**src/rtl/zdraw_scheduler.sv**
```systemverilog
`default_nettype none
// ============================================================================
// Module   : zdraw_scheduler
// Brief    : Draw-command scheduler: boot pass over boot-masked items, then
//            dirty-driven refresh passes separated by an idle gap; each command
//            uses an enable/done handshake guarded by a watchdog.
// Revision : 1.0 - initial release
// ============================================================================
module zdraw_scheduler #(
  parameter int N_ITEMS   = 8,
  parameter int CMD_W     = 4,
  parameter int DATA_W    = 32,
  parameter int TIMEOUT   = 1048576,
  parameter int FRAME_GAP = 1000
) (
  input  logic                        clk,
  input  logic                        rst,
  input  logic                        en,
  input  logic [N_ITEMS-1:0]          iBoot_Mask,
  input  logic [N_ITEMS-1:0]          iItem_Mask,
  input  logic [N_ITEMS*CMD_W-1:0]    iItem_Cmd,
  input  logic [N_ITEMS*DATA_W-1:0]   iItem_Data1,
  input  logic [N_ITEMS*DATA_W-1:0]   iItem_Data2,
  input  logic [N_ITEMS-1:0]          iItem_Update,
  input  logic                        iForce_Refresh,
  output logic                        oCore_En,
  output logic [CMD_W-1:0]            oCore_Cmd,
  output logic [DATA_W-1:0]           oCore_Data1,
  output logic [DATA_W-1:0]           oCore_Data2,
  input  logic                        iCore_Done,
  output logic                        oBoot_Done,
  output logic                        oFrame_Done,
  output logic                        oTimeout,
  output logic                        oBusy
);

  localparam int c_PTR_W   = (N_ITEMS > 1) ? $clog2(N_ITEMS) : 1;
  localparam int c_CNT_MAX = (TIMEOUT > FRAME_GAP) ? TIMEOUT : FRAME_GAP;
  localparam int c_CNT_W   = $clog2(c_CNT_MAX + 1);
  localparam logic [c_PTR_W-1:0] c_LAST_PTR = c_PTR_W'(N_ITEMS - 1);
  localparam logic [c_CNT_W-1:0] c_TMO_LAST = c_CNT_W'(TIMEOUT - 1);
  localparam logic [c_CNT_W-1:0] c_GAP_LAST = c_CNT_W'(FRAME_GAP - 1);

  typedef enum logic [2:0] {
    S_IDLE       = 3'd0,
    S_BOOT_SCAN  = 3'd1,
    S_BOOT_ISSUE = 3'd2,
    S_SCAN       = 3'd3,
    S_ISSUE      = 3'd4,
    S_GAP        = 3'd5
  } state_t;

  state_t               r_state, w_stateNxt;
  logic [c_PTR_W-1:0]   r_ptr, w_ptrNxt;
  logic [c_CNT_W-1:0]   r_cnt, w_cntNxt;
  logic [N_ITEMS-1:0]   r_dirty, w_dirtyNxt;
  logic                 r_coreEn, w_coreEnNxt;
  logic [CMD_W-1:0]     r_cmd, w_cmdNxt;
  logic [DATA_W-1:0]    r_data1, w_data1Nxt;
  logic [DATA_W-1:0]    r_data2, w_data2Nxt;
  logic                 r_bootDone, w_bootDoneNxt;
  logic                 r_frameDone, w_frameDoneNxt;
  logic                 r_timeout, w_timeoutNxt;

  logic [CMD_W-1:0]     w_cmdArr   [N_ITEMS];
  logic [DATA_W-1:0]    w_data1Arr [N_ITEMS];
  logic [DATA_W-1:0]    w_data2Arr [N_ITEMS];
  logic [N_ITEMS-1:0]   w_ptrOneHot;
  logic [N_ITEMS-1:0]   w_dirtySet, w_dirtyClr;
  logic                 w_itemSel, w_lastPtr, w_inBoot, w_passEnd;

  generate
    for (genvar k = 0; k < N_ITEMS; k++) begin : g_unpack
      assign w_cmdArr[k]   = iItem_Cmd[k*CMD_W +: CMD_W];
      assign w_data1Arr[k] = iItem_Data1[k*DATA_W +: DATA_W];
      assign w_data2Arr[k] = iItem_Data2[k*DATA_W +: DATA_W];
    end
  endgenerate

  assign w_ptrOneHot = {{(N_ITEMS-1){1'b0}}, 1'b1} << r_ptr;
  assign w_lastPtr   = (r_ptr == c_LAST_PTR);
  assign w_inBoot    = (r_state == S_BOOT_SCAN) || (r_state == S_BOOT_ISSUE);
  assign w_itemSel   = (r_state == S_BOOT_SCAN) ? iBoot_Mask[r_ptr]
                                                : (r_dirty[r_ptr] & iItem_Mask[r_ptr]);

  always_comb begin
    w_stateNxt     = r_state;
    w_ptrNxt       = r_ptr;
    w_cntNxt       = r_cnt;
    w_coreEnNxt    = r_coreEn;
    w_cmdNxt       = r_cmd;
    w_data1Nxt     = r_data1;
    w_data2Nxt     = r_data2;
    w_bootDoneNxt  = r_bootDone;
    w_frameDoneNxt = 1'b0;
    w_timeoutNxt   = 1'b0;
    w_dirtySet     = iItem_Update | (iForce_Refresh ? iItem_Mask : '0);
    w_dirtyClr     = '0;
    w_passEnd      = 1'b0;

    case (r_state)
      S_IDLE: begin
        w_stateNxt = S_BOOT_SCAN;
        w_ptrNxt   = '0;
        w_cntNxt   = '0;
      end
      S_BOOT_SCAN, S_SCAN: begin
        if (w_itemSel) begin
          w_cmdNxt    = w_cmdArr[r_ptr];
          w_data1Nxt  = w_data1Arr[r_ptr];
          w_data2Nxt  = w_data2Arr[r_ptr];
          w_coreEnNxt = 1'b1;
          w_cntNxt    = '0;
          w_stateNxt  = w_inBoot ? S_BOOT_ISSUE : S_ISSUE;
          if (!w_inBoot) w_dirtyClr = w_ptrOneHot;
        end else if (w_lastPtr) begin
          w_passEnd = 1'b1;
        end else begin
          w_ptrNxt = r_ptr + 1'b1;
        end
      end
      S_BOOT_ISSUE, S_ISSUE: begin
        if (iCore_Done || (r_cnt == c_TMO_LAST)) begin
          w_coreEnNxt = 1'b0;
          // A command that never completed is redrawn on the next refresh pass.
          if (!iCore_Done) begin
            w_timeoutNxt = 1'b1;
            if (!w_inBoot) w_dirtySet = w_dirtySet | w_ptrOneHot;
          end
          if (w_lastPtr) begin
            w_passEnd = 1'b1;
          end else begin
            w_ptrNxt   = r_ptr + 1'b1;
            w_stateNxt = w_inBoot ? S_BOOT_SCAN : S_SCAN;
          end
        end else begin
          w_cntNxt = r_cnt + 1'b1;
        end
      end
      S_GAP: begin
        if (r_cnt == c_GAP_LAST) begin
          w_stateNxt = S_SCAN;
          w_ptrNxt   = '0;
        end else begin
          w_cntNxt = r_cnt + 1'b1;
        end
      end
      default: w_stateNxt = S_IDLE;
    endcase

    if (w_passEnd) begin
      w_ptrNxt = '0;
      w_cntNxt = '0;
      if (w_inBoot) begin
        w_bootDoneNxt = 1'b1;
        w_dirtySet    = w_dirtySet | iItem_Mask;
        w_stateNxt    = S_SCAN;
      end else begin
        w_frameDoneNxt = 1'b1;
        w_stateNxt     = S_GAP;
      end
    end

    // Set wins over clear so an update racing the snapshot is not lost.
    w_dirtyNxt = (r_dirty & ~w_dirtyClr) | w_dirtySet;

    if (!en) begin
      w_stateNxt     = S_IDLE;
      w_ptrNxt       = '0;
      w_cntNxt       = '0;
      w_dirtyNxt     = '0;
      w_coreEnNxt    = 1'b0;
      w_bootDoneNxt  = 1'b0;
      w_frameDoneNxt = 1'b0;
      w_timeoutNxt   = 1'b0;
    end
  end

  always_ff @(posedge clk or posedge rst) begin
    if (rst) begin
      r_state     <= S_IDLE;
      r_ptr       <= '0;
      r_cnt       <= '0;
      r_dirty     <= '0;
      r_coreEn    <= 1'b0;
      r_cmd       <= '0;
      r_data1     <= '0;
      r_data2     <= '0;
      r_bootDone  <= 1'b0;
      r_frameDone <= 1'b0;
      r_timeout   <= 1'b0;
    end else begin
      r_state     <= w_stateNxt;
      r_ptr       <= w_ptrNxt;
      r_cnt       <= w_cntNxt;
      r_dirty     <= w_dirtyNxt;
      r_coreEn    <= w_coreEnNxt;
      r_cmd       <= w_cmdNxt;
      r_data1     <= w_data1Nxt;
      r_data2     <= w_data2Nxt;
      r_bootDone  <= w_bootDoneNxt;
      r_frameDone <= w_frameDoneNxt;
      r_timeout   <= w_timeoutNxt;
    end
  end

  assign oCore_En    = r_coreEn;
  assign oCore_Cmd   = r_cmd;
  assign oCore_Data1 = r_data1;
  assign oCore_Data2 = r_data2;
  assign oBoot_Done  = r_bootDone;
  assign oFrame_Done = r_frameDone;
  assign oTimeout    = r_timeout;
  assign oBusy       = (r_state != S_IDLE) && (r_state != S_GAP);

endmodule
`default_nettype wire
```
**config.mk**
```make
export PLATFORM = sky130hd
export DESIGN_NAME = zdraw_scheduler
export DESIGN_NICKNAME = d
export VERILOG_FILES = /design/src/rtl/zdraw_scheduler.sv
export SDC_FILE = /design/constraint.sdc
export NUM_CORES = 1
export LEC_CHECK = 0
export BUFFER_PORTS_ARGS = -buffer_cell sky130_fd_sc_hd__buf_2
export CORE_AREA = 2 2 251 253
export DETAILED_ROUTE_END_ITERATION = 16
export DIE_AREA = 0 0 253 255
export GPL_TIMING_DRIVEN = 0
export HOLD_SLACK_MARGIN = 0.05
export PLACE_DENSITY = 0.39
export SLEW_MARGIN = 20
export SYNTH_ARGS = -nofsm -noshare
export SYNTH_HDL_FRONTEND = slang
export SYNTH_SLANG_ARGS = --single-unit
export TNS_END_PERCENT = 100
```
**constraint.sdc**
```tcl
create_clock -name clk -period 5.3 [get_ports clk]
set_clock_uncertainty 0.05 [all_clocks]
set_input_delay 0.53 -clock clk [delete_from_list [all_inputs] [get_ports clk]]
set_output_delay 0.53 -clock clk [all_outputs]
set_load 0.01 [all_outputs]
```
==> results.md <==
* WL final at between 50000 and 60000 um
* Tightest Hold Check Type: in2async
* Final period util at 0.654
* Max transition margin at 0.304
* Placed inst area at approximately 0.013 sq mm
* Max-Cap Viols at 0
* FP Rows at roughly 90
* Hold-fix buffers, CTS at 0
* Count leader, synth: mux4_2
* Critical path class: reg2reg
* Area Overhead vs Synth at 50.1%
* GRT overflow at 0
* DRC at 0
* Synth Flop Type: dfrtp_1
* Post-DP HPWL at roughly 48000 um
* Die area at ~0.065 sq mm
* Synth top cells by count: mux4_2 (137), dfrtp_1 (107), nand2_1 (99)
* RSZ-0062 raised after global routing: no
* GP Congestion at around 0.91
* Total CTS buffers at 9
* Status: complete, no violations
* Critical Path AT at 3.68 ns
* CTS Buffer Depth at 2
* Critical Path RT at ~5.5 ns
* Slew Viols, Final at 0
* Critical path endpoint category: register
* Post-synth EDFFs at 0
* Vias in the first global route at around 11000
* Vias per cell at 4.51
* Height of the die at 255 um
* DP Cell Count at between 2000 and 2500
* Net count after synthesis at approximately 1400
* Fin util at 0.221
* Async SR Flop Fraction at 1.00
* Unique masters post-synth at 61
* Routed Antenna Nets at 0
* Max Freq at a little under 300 MHz
* Nets at between 2000 and 2500
* CTS root buffer: clkbuf_16
* Hold WS at approximately 0.17 ns
* Cell Pwr Density at between 300 and 400 mW/mm^2
* Via count at 10300
* Sequential-to-total area share from yosys stat at 0.292
* Total GRT Usage at 0.170
* First-pass GRT wire length at 77300 um
* Core ar. at approximately 0.062 sq mm
* Synth Register Bits at 107
* Final WS setup at about 1.8 ns
* Mean Syn Cell Area at approximately 11 sq um
* Synth Warn # at 0
* Peak fanout along the critical path at 10
* Min Clock Period, post-route at 3.46 ns
* Die W at 253 um
* Startpoint types: register
* Skew-Pair Late Insertion Delay at around 0.40 ns
* Seq. cell area at 0.00268 sq mm
* Port buffer count at approximately 640
* Mapped Area at between 0.009 and 0.01 sq mm
* Initial Util at 0.147
* I/O Pins at around 650
* Post-CTS sizing at 0
* # H-tree levels at 3
* Post-synth top area cell: mux4_2
* Yosys top cell area share at 0.337
* DP Worst Slack at between 1.5 and 2 ns
* Largest net degree at the start of global routing at 63
* Initial antenna violation count at 25
* Clock Sinks at ~110
* Postcts setup bufs at 0
* Fin. Hold Viols at 0
* Final setup viols at 0
* Fraction of layout cells with a size suffix above 1 at 0.568
* Wire per inst at 24.9 um
* CTS tree: built
* # fillers at roughly 6900
* Leak at approximately 6.5 nW
* Max rail drop VDD at 0.000152 V
* Worst slew pin tran at 1.04 ns
* Clock slew at reported path FFs at roughly 0.10 ns
* Final instance area at ~0.014 sq mm
* Post-Layout Cell Count at 2276
* Top cells by area, synth: mux4_2 (34%), dfrtp_1 (29%), mux2i_1 (7.9%), o21ai_0 (4.7%), nand2_1 (4.1%)
* Multi-input gate area at 0.00611 sq mm
* Syn Inst Count at 807
* DRT Pass-1 Iters at 5
* 1st-iter DRT viols at between 700 and 800
cell type report:
| cell class | instances | share of cell area |
|---|---|---|
| buffer | 78 | 0.0237 |
| clock inverter | 7 | 0.00609 |
| antenna | 10 | 0.00182 |
| tap | 799 | 0.0727 |
| inverter | 15 | 0.00446 |
| timing repair buffer | 644 | 0.236 |
| multi-input combinational | 607 | 0.444 |
| clock buffer | 9 | 0.0164 |
| sequential | 107 | 0.195 |
path summary, 6_finish.rpt:
path,start,end,slack (ns),depth (start not counted)
min,rst,oCore_Data2[18],0.17,2
max reg2reg,r_ptr[0],oCore_Data2[24],1.84,6
min reg2reg,oCore_Data1[2],oCore_Data1[2],0.43,2
min in group clk,iItem_Mask[4],r_dirty[4],0.35,3
max,r_ptr[0],oCore_Data2[24],1.84,6
max in group asynchronous,rst,oCore_Data1[14],4.31,3
metal layers:
layer,part of all wire,routed length [um],GRT usage,up-vias
li1,-,-,-,4552
met1,0.41,23200,0.213,5148
met2,0.49,27700,0.276,468
met3,0.065,3700,0.0431,84
met4,0.036,2020,0.0757,12
met5,0.0014,80,0,-
flip-flops by register name, summed over array words and instances (netlist names):
name and cells:
r_ptr 3, r_cnt 21, r_dirty 8, oCore_Cmd 4, oCore_Data1 32, oFrame_Done 1
oTimeout 1, oBoot_Done 1, oCore_En 1, oCore_Data2 32, r_state 3
cells in the final DEF, fill, tap and decap left out, types with 3 or more instances in the layout:
master / count
nand4_1: 6
mux4_2: 137
nor4b_1: 7
buf_2: 659
inv_1: 12
nand2_1: 99
inv_6: 4
a21boi_0: 5
o21a_1: 3
a2111oi_0: 6
xnor2_1: 3
clkbuf_16: 9
clkbuf_1: 43
a31oi_1: 6
nand3_1: 16
clkinv_8: 3
nor2b_1: 4
or4_1: 4
mux2i_1: 72
buf_1: 15
nor3_1: 5
diode_2: 10
nor2_1: 17
and3_1: 5
and2_1: 5
a21oi_1: 30
o41ai_1: 4
a41oi_1: 3
o211ai_1: 11
o21ai_0: 86
a211oi_1: 10
nand2b_1: 6
o22ai_1: 3
nor4_1: 12
ha_1: 7
dfrtp_1: 107
power by group:
group	leakage [nW]	internal, mW	switching, mW
registers	1.37	1.07	0.198
logic	4.95	0.934	1.22
clock network	0.149	0.339	0.425
stage by stage:
step                      power (mW)  TNS, ns
final                           4.19        0
after global placement          3.48    -3.53
after CTS                       4.29        0
after detailed placement        3.50        0
after floorplan                 2.36        0
after global routing            4.48        0
worst max-delay path, cell delays in order (launching register included):
cell and delay, ns:
dfrtp_1 0.42, buf_2 0.31, clkbuf_1 0.69, buf_2 0.60, mux4_2 0.58, mux2i_1 0.49, o21ai_0 0.16
cell families after synthesis:
family / after synthesis / synth area share
XOR/XNOR: 5 / 0.00478
AND/OR/NAND/NOR: 197 / 0.109
adder cells (fa/ha/maj): 7 / 0.00955
flip-flops: 107 / 0.292
buffers and inverters: 93 / 0.0412
multiplexers: 209 / 0.415
AO/OA/AOI/OAI: 189 / 0.128
Note: power is estimated with default switching activity, not from simulation.
